File: src/rtl/mux_scan_ctrl.sv
// Purpose: sequences an 8:1 bit mux over the enabled channels and packs the samples into a word.
// Latency: valid rises K*(SETTLE+1) cycles after an accepted start (K = enabled channels, 1 cycle if none).
// Backpressure: word/valid held while valid && !ready; start is ignored until back in IDLE.
module mux_scan_ctrl #(
  parameter int N_CH   = 8,
  parameter int SEL_W  = 3,
  parameter int SETTLE = 1
) (
  input  logic             clk,
  input  logic             rst,
  input  logic             start,
  input  logic [N_CH-1:0]  ch_mask,
  input  logic             mux_y,
  output logic [SEL_W-1:0] mux_s,
  output logic             mux_e,
  output logic [N_CH-1:0]  word,
  output logic             valid,
  input  logic             ready,
  output logic             busy
);

  typedef enum logic [1:0] {IDLE, SCAN, DONE} state_t;

  localparam logic [3:0] SETTLE_C = 4'(SETTLE);

  state_t           state;
  state_t           state_nxt;
  logic [N_CH-1:0]  mask;
  logic [3:0]       cnt;
  logic             sample_hit;

  logic             first_found;
  logic [SEL_W-1:0] first_idx;
  logic             next_found;
  logic [SEL_W-1:0] next_idx;

  logic             mux_e_nxt;
  logic             valid_nxt;
  logic             busy_nxt;

  assign sample_hit = (cnt == SETTLE_C);

  // Lowest set bit of the incoming mask: the first channel a new scan selects.
  always_comb begin
    first_found = 1'b0;
    first_idx   = '0;
    for (int k = N_CH - 1; k >= 0; k--) begin
      if (ch_mask[k]) begin
        first_found = 1'b1;
        first_idx   = SEL_W'(k);
      end
    end
  end

  // Next set bit of the captured mask strictly above the current select (no wrap).
  always_comb begin
    next_found = 1'b0;
    next_idx   = '0;
    for (int k = N_CH - 1; k >= 0; k--) begin
      if (mask[k] && (k > int'(mux_s))) begin
        next_found = 1'b1;
        next_idx   = SEL_W'(k);
      end
    end
  end

  // State register.
  always_ff @(posedge clk or posedge rst) begin
    if (rst) begin
      state <= IDLE;
    end else begin
      state <= state_nxt;
    end
  end

  // Next-state logic: an empty mask skips SCAN and completes immediately.
  always_comb begin
    state_nxt = state;
    case (state)
      IDLE: begin
        if (start) begin
          state_nxt = first_found ? SCAN : DONE;
        end
      end
      SCAN: begin
        if (sample_hit && !next_found) begin
          state_nxt = DONE;
        end
      end
      DONE: begin
        if (valid && ready) begin
          state_nxt = IDLE;
        end
      end
      default: state_nxt = IDLE;
    endcase
  end

  // Output decode from the next state, so the flags below are registered alongside it.
  always_comb begin
    mux_e_nxt = (state_nxt == SCAN);
    valid_nxt = (state_nxt == DONE);
    busy_nxt  = (state_nxt != IDLE);
  end

  // Registered control outputs.
  always_ff @(posedge clk or posedge rst) begin
    if (rst) begin
      mux_e <= 1'b0;
      valid <= 1'b0;
      busy  <= 1'b0;
    end else begin
      mux_e <= mux_e_nxt;
      valid <= valid_nxt;
      busy  <= busy_nxt;
    end
  end

  // Datapath: mask capture, settle counter, select stepping and sample assembly.
  always_ff @(posedge clk or posedge rst) begin
    if (rst) begin
      mask  <= '0;
      cnt   <= '0;
      mux_s <= '0;
      word  <= '0;
    end else begin
      case (state)
        IDLE: begin
          if (start) begin
            mask <= ch_mask;
            word <= '0;
            cnt  <= '0;
            if (first_found) begin
              mux_s <= first_idx;
            end
          end
        end
        SCAN: begin
          if (sample_hit) begin
            word[mux_s] <= mux_y;
            cnt         <= '0;
            if (next_found) begin
              mux_s <= next_idx;
            end
          end else begin
            cnt <= cnt + 4'd1;
          end
        end
        default: begin
          // DONE holds word and select until the handshake completes.
        end
      endcase
    end
  end

endmodule

File: config.mk
export PLATFORM = sky130hd
export DESIGN_NAME = mux_scan_ctrl
export DESIGN_NICKNAME = d
export VERILOG_FILES = /design/src/rtl/mux_scan_ctrl.sv
export SDC_FILE = /design/constraint.sdc
export NUM_CORES = 1
export LEC_CHECK = 0
export ABC_AREA = 1
export CAP_MARGIN = 40
export CORE_MARGIN = 2
export CORE_UTILIZATION = 49
export DETAILED_ROUTE_END_ITERATION = 8
export MAX_ROUTING_LAYER = met4
export PLACE_DENSITY = 0.75
export SLEW_MARGIN = 20
export SYNTH_ARGS = -nofsm -noshare
export SYNTH_HDL_FRONTEND = slang
export SYNTH_SLANG_ARGS = --single-unit
export TNS_END_PERCENT = 1
File: constraint.sdc
create_clock -name clk -period 2.77 [get_ports clk]
set_clock_uncertainty 0.2 [all_clocks]
set_input_delay 0.554 -clock clk [delete_from_list [all_inputs] [get_ports clk]]
set_output_delay 0.554 -clock clk [all_outputs]
set_load 0.05 [all_outputs]
==> results.sh <==
export IMPL_path_clk_slew_ns=0.15
export IMPL_gp_congestion=0.8490
export IMPL_die_h_um=58.99
export IMPL_critPathSlowestCell="clkdlybuf4s50_1"
export IMPL_final_area_mm2=0.001787
export IMPL_cpLargestDelayFamily="buffers and inverters"
export IMPL_critPathCapture="mux_s[0]"
export IMPL_fin_crit_ns=2.510
export IMPL_viasPerCell=5.427
export IMPL_seq_area_frac_synth_pct=45.61
export IMPL_outcome="finished, violations left"
export IMPL_synth_top_cell_area_share_pct=45.61
export IMPL_p_total_mw=2.152
export IMPL_crit_type="flip-flop to primary output"
export IMPL_violations="design-rule violations"
export IMPL_intPower_mw=1.027
export IMPL_fin_ws_ns=0.2600
export IMPL_drive_gt1_share_pct=11.52
export IMPL_irDropWorstVdd_uv=449.8
export IMPL_synth_common_cells="nand2_1, dfrtp_1, inv_1, nand3_1"
export IMPL_slew_violations=0
export IMPL_ys_types=30
export IMPL_fill_cells=264
export IMPL_grt_overflow_total=0
export IMPL_hp_class="flip-flop to flip-flop"
export IMPL_switching_share_pct=52.27
export IMPL_drtPass1Iterations=6
export IMPL_cts_tree="yes"
export IMPL_io_pin_count=27
export IMPL_ys_flop_type="dfrtp_1"
export IMPL_combPwrFrac_pct=60.1
export IMPL_synth_edf_count=0
export IMPL_finalSetupViolCount=0
export IMPL_drtAntennaViolNets=0
export IMPL_wl_per_cell_um=12.95
export IMPL_drt_initial_drc_count=62
export IMPL_hold_buffers=0
export IMPL_crit_fanout=10
export IMPL_postSynthAreaPerCell_um2=7.838
export IMPL_worstSetupStartpointType="flip-flop"
export IMPL_port_buffer_count=26
export IMPL_tns_ns=0
export IMPL_htreeDepth=1
export IMPL_grt_pass1_wl_mm=5.416
export IMPL_coreArea_mm2=0.002805
export IMPL_pwr_share_clk_pct=8.2
export IMPL_dieArea_mm2=0.003479
export IMPL_async_flop_share_pct=100.0
export IMPL_syn_area_mm2=0.001481
export IMPL_rsz0062_at_grt="no"
export IMPL_synth_area_leader_cell="dfrtp_1"
export IMPL_worstPathCellList="clkdlybuf4s50_1"
export IMPL_path_depth=1
export IMPL_synthCells=189
export IMPL_cts_root_buffer="clkbuf_4"
export IMPL_crit_start="mux_s[0]$_DFFE_PP0P_"
export IMPL_yosys_top_cells_area="dfrtp_1, nand2_1, inv_1, nand3_1, o21ai_1"
export IMPL_fin_nets=233
export IMPL_area_growth_syn_to_layout_pct=20.61
export IMPL_hpwl_mm=2.425
export IMPL_die_x_um=58.99
export IMPL_preCtsSetupSlack_ns=0.5292
export IMPL_yosys_warnings=0
export IMPL_postCtsSetupBuffers=0
export IMPL_rows=19
export IMPL_layout_cells_non_filler=248
export IMPL_start_util_pct=52.81
export IMPL_num_vias=1346
export IMPL_crit_buf_inv=1
export IMPL_p_switching_mw=1.125
export IMPL_track_usage_pct=21.28
export IMPL_fmax_mhz=398.4
export IMPL_grt_pass1_vias=1248
export IMPL_reg2reg_depth=8
export IMPL_finalHoldViolations=0
export IMPL_clock_sinks=27
export IMPL_period_share_pct=90.61
export IMPL_p_seq_share_pct=31.8
export IMPL_ys_ff_latch=27
export IMPL_relSlewSlack_pct=65.04
export IMPL_placed_cell_area_mm2=0.001760
export IMPL_hold_slack_ns=0.3117
export IMPL_power_density_mw_per_mm2=1204
export IMPL_min_path_cells=2
export IMPL_yosysMostFrequentCell="nand2_1"
export IMPL_worstPathRequired_ns=2.02
export IMPL_ctsLongestPathBuffers=2
export IMPL_antenna_found_initial=0
export IMPL_synth_fp_nets=204
export IMPL_r2r_end="mux_s[0]$_DFFE_PP0P_"
export IMPL_cts_resized=0
export IMPL_arrival_ns=1.76
export IMPL_clk_latency_ns=0.33
export IMPL_cp_slowest_stage_delay_ns=0.87
export IMPL_drc=2
export IMPL_placed_cells=244
export IMPL_tightest_slew_ns=0.5227
export IMPL_p_leak_nw=0.8668
export IMPL_cts_made_buffers=3
export IMPL_grt_max_degree=28
export IMPL_postLayoutCoreUtil_pct=63.69
export IMPL_wirelength_mm=3.212
export IMPL_r2r_start="state[0]$_DFF_PP0_"
export IMPL_r2r_slack_ns=0.93
export IMPL_n_antenna_cell=0
export IMPL_drv_cap=0
export IMPL_end_kind="primary output"
final cells by class:
class / count / area, um2 / share of cell area, %
flip-flops and latches: 27 / 675.6 / 37.82
inverters: 31 / 121.4 / 6.793
clock buffers: 4 / 26.28 / 1.471
repair buffers: 27 / 267.8 / 14.99
multi-input cells: 128 / 656.9 / 36.76
well taps: 31 / 38.79 / 2.171
worst min path at each step:
stage	from	to
finish	mask[6]$_DFFE_PP0P_	mask[6]$_DFFE_PP0P_
global route	mask[6]$_DFFE_PP0P_	mask[6]$_DFFE_PP0P_
CTS	mask[2]$_DFFE_PP0P_	mask[2]$_DFFE_PP0P_
detailed placement	mask[6]$_DFFE_PP0P_	mask[6]$_DFFE_PP0P_
global placement	word[2]$_DFFE_PP0P_	word[2]$_DFFE_PP0P_
floorplan	mask[2]$_DFFE_PP0P_	mask[2]$_DFFE_PP0P_
sequential cells by signal, summed over array words and instances (netlist names):
name and cells:
valid 1, mux_e 1, word 8, cnt 4
busy 1, mux_s 3, state 2, mask 7
layout by cell type, fill, tap and decap left out, types with 2 or more instances in the layout:
cell / count
dfrtp_1: 27
o21ai_1: 12
clkbuf_4: 3
inv_2: 5
nand2_2: 7
nand3_2: 2
nor3_1: 2
nand2_1: 43
nand3_1: 14
o22ai_1: 3
clkdlybuf4s50_1: 26
nor2_1: 12
a21oi_1: 10
inv_1: 25
o21ai_0: 7
ha_1: 2
nand4_1: 2
worst min-delay path: cells and delay by family (launching register included):
family           cells  cell delay (ns)
AO/OA/AOI/OAI        1             0.06
flip-flops           1             0.37
AND/OR/NAND/NOR      1             0.05
metal layers:
metal | share of wire (%) | vias up | GRT usage, % | wire length [um]
met5 | 0 | - | - | 0
met4 | 1.4 | 0 | 6.494 | 46
met3 | 4.6 | 5 | 3.057 | 149
met2 | 47 | 34 | 36.51 | 1525
met1 | 46 | 632 | 25.95 | 1491
li1 | - | 675 | - | -
power by group through the flow:
| stage | Clock, mW | Combinational [mW] | Sequential [mW] |
|---|---|---|---|
| floorplan | 0 | 0.794 | 0.888 |
| global placement | 0 | 1.25 | 0.686 |
| detailed placement | 0 | 1.28 | 0.691 |
| CTS | 0.176 | 1.29 | 0.682 |
| global route | 0.193 | 1.43 | 0.706 |
| finish | 0.176 | 1.29 | 0.684 |
kinds of logic (layout without fill, tap and decap cells):
logic type | after synthesis | in the layout | synth area share (%)
simple gates | 85 | 85 | 26.44
flops | 27 | 27 | 45.61
buf+inv | 34 | 62 | 10.05
xor+xnor | 1 | 1 | 0.5913
compound gates | 40 | 40 | 15.63
fa+ha+maj | 2 | 2 | 1.689
Power figures use the tool's default switching activity.
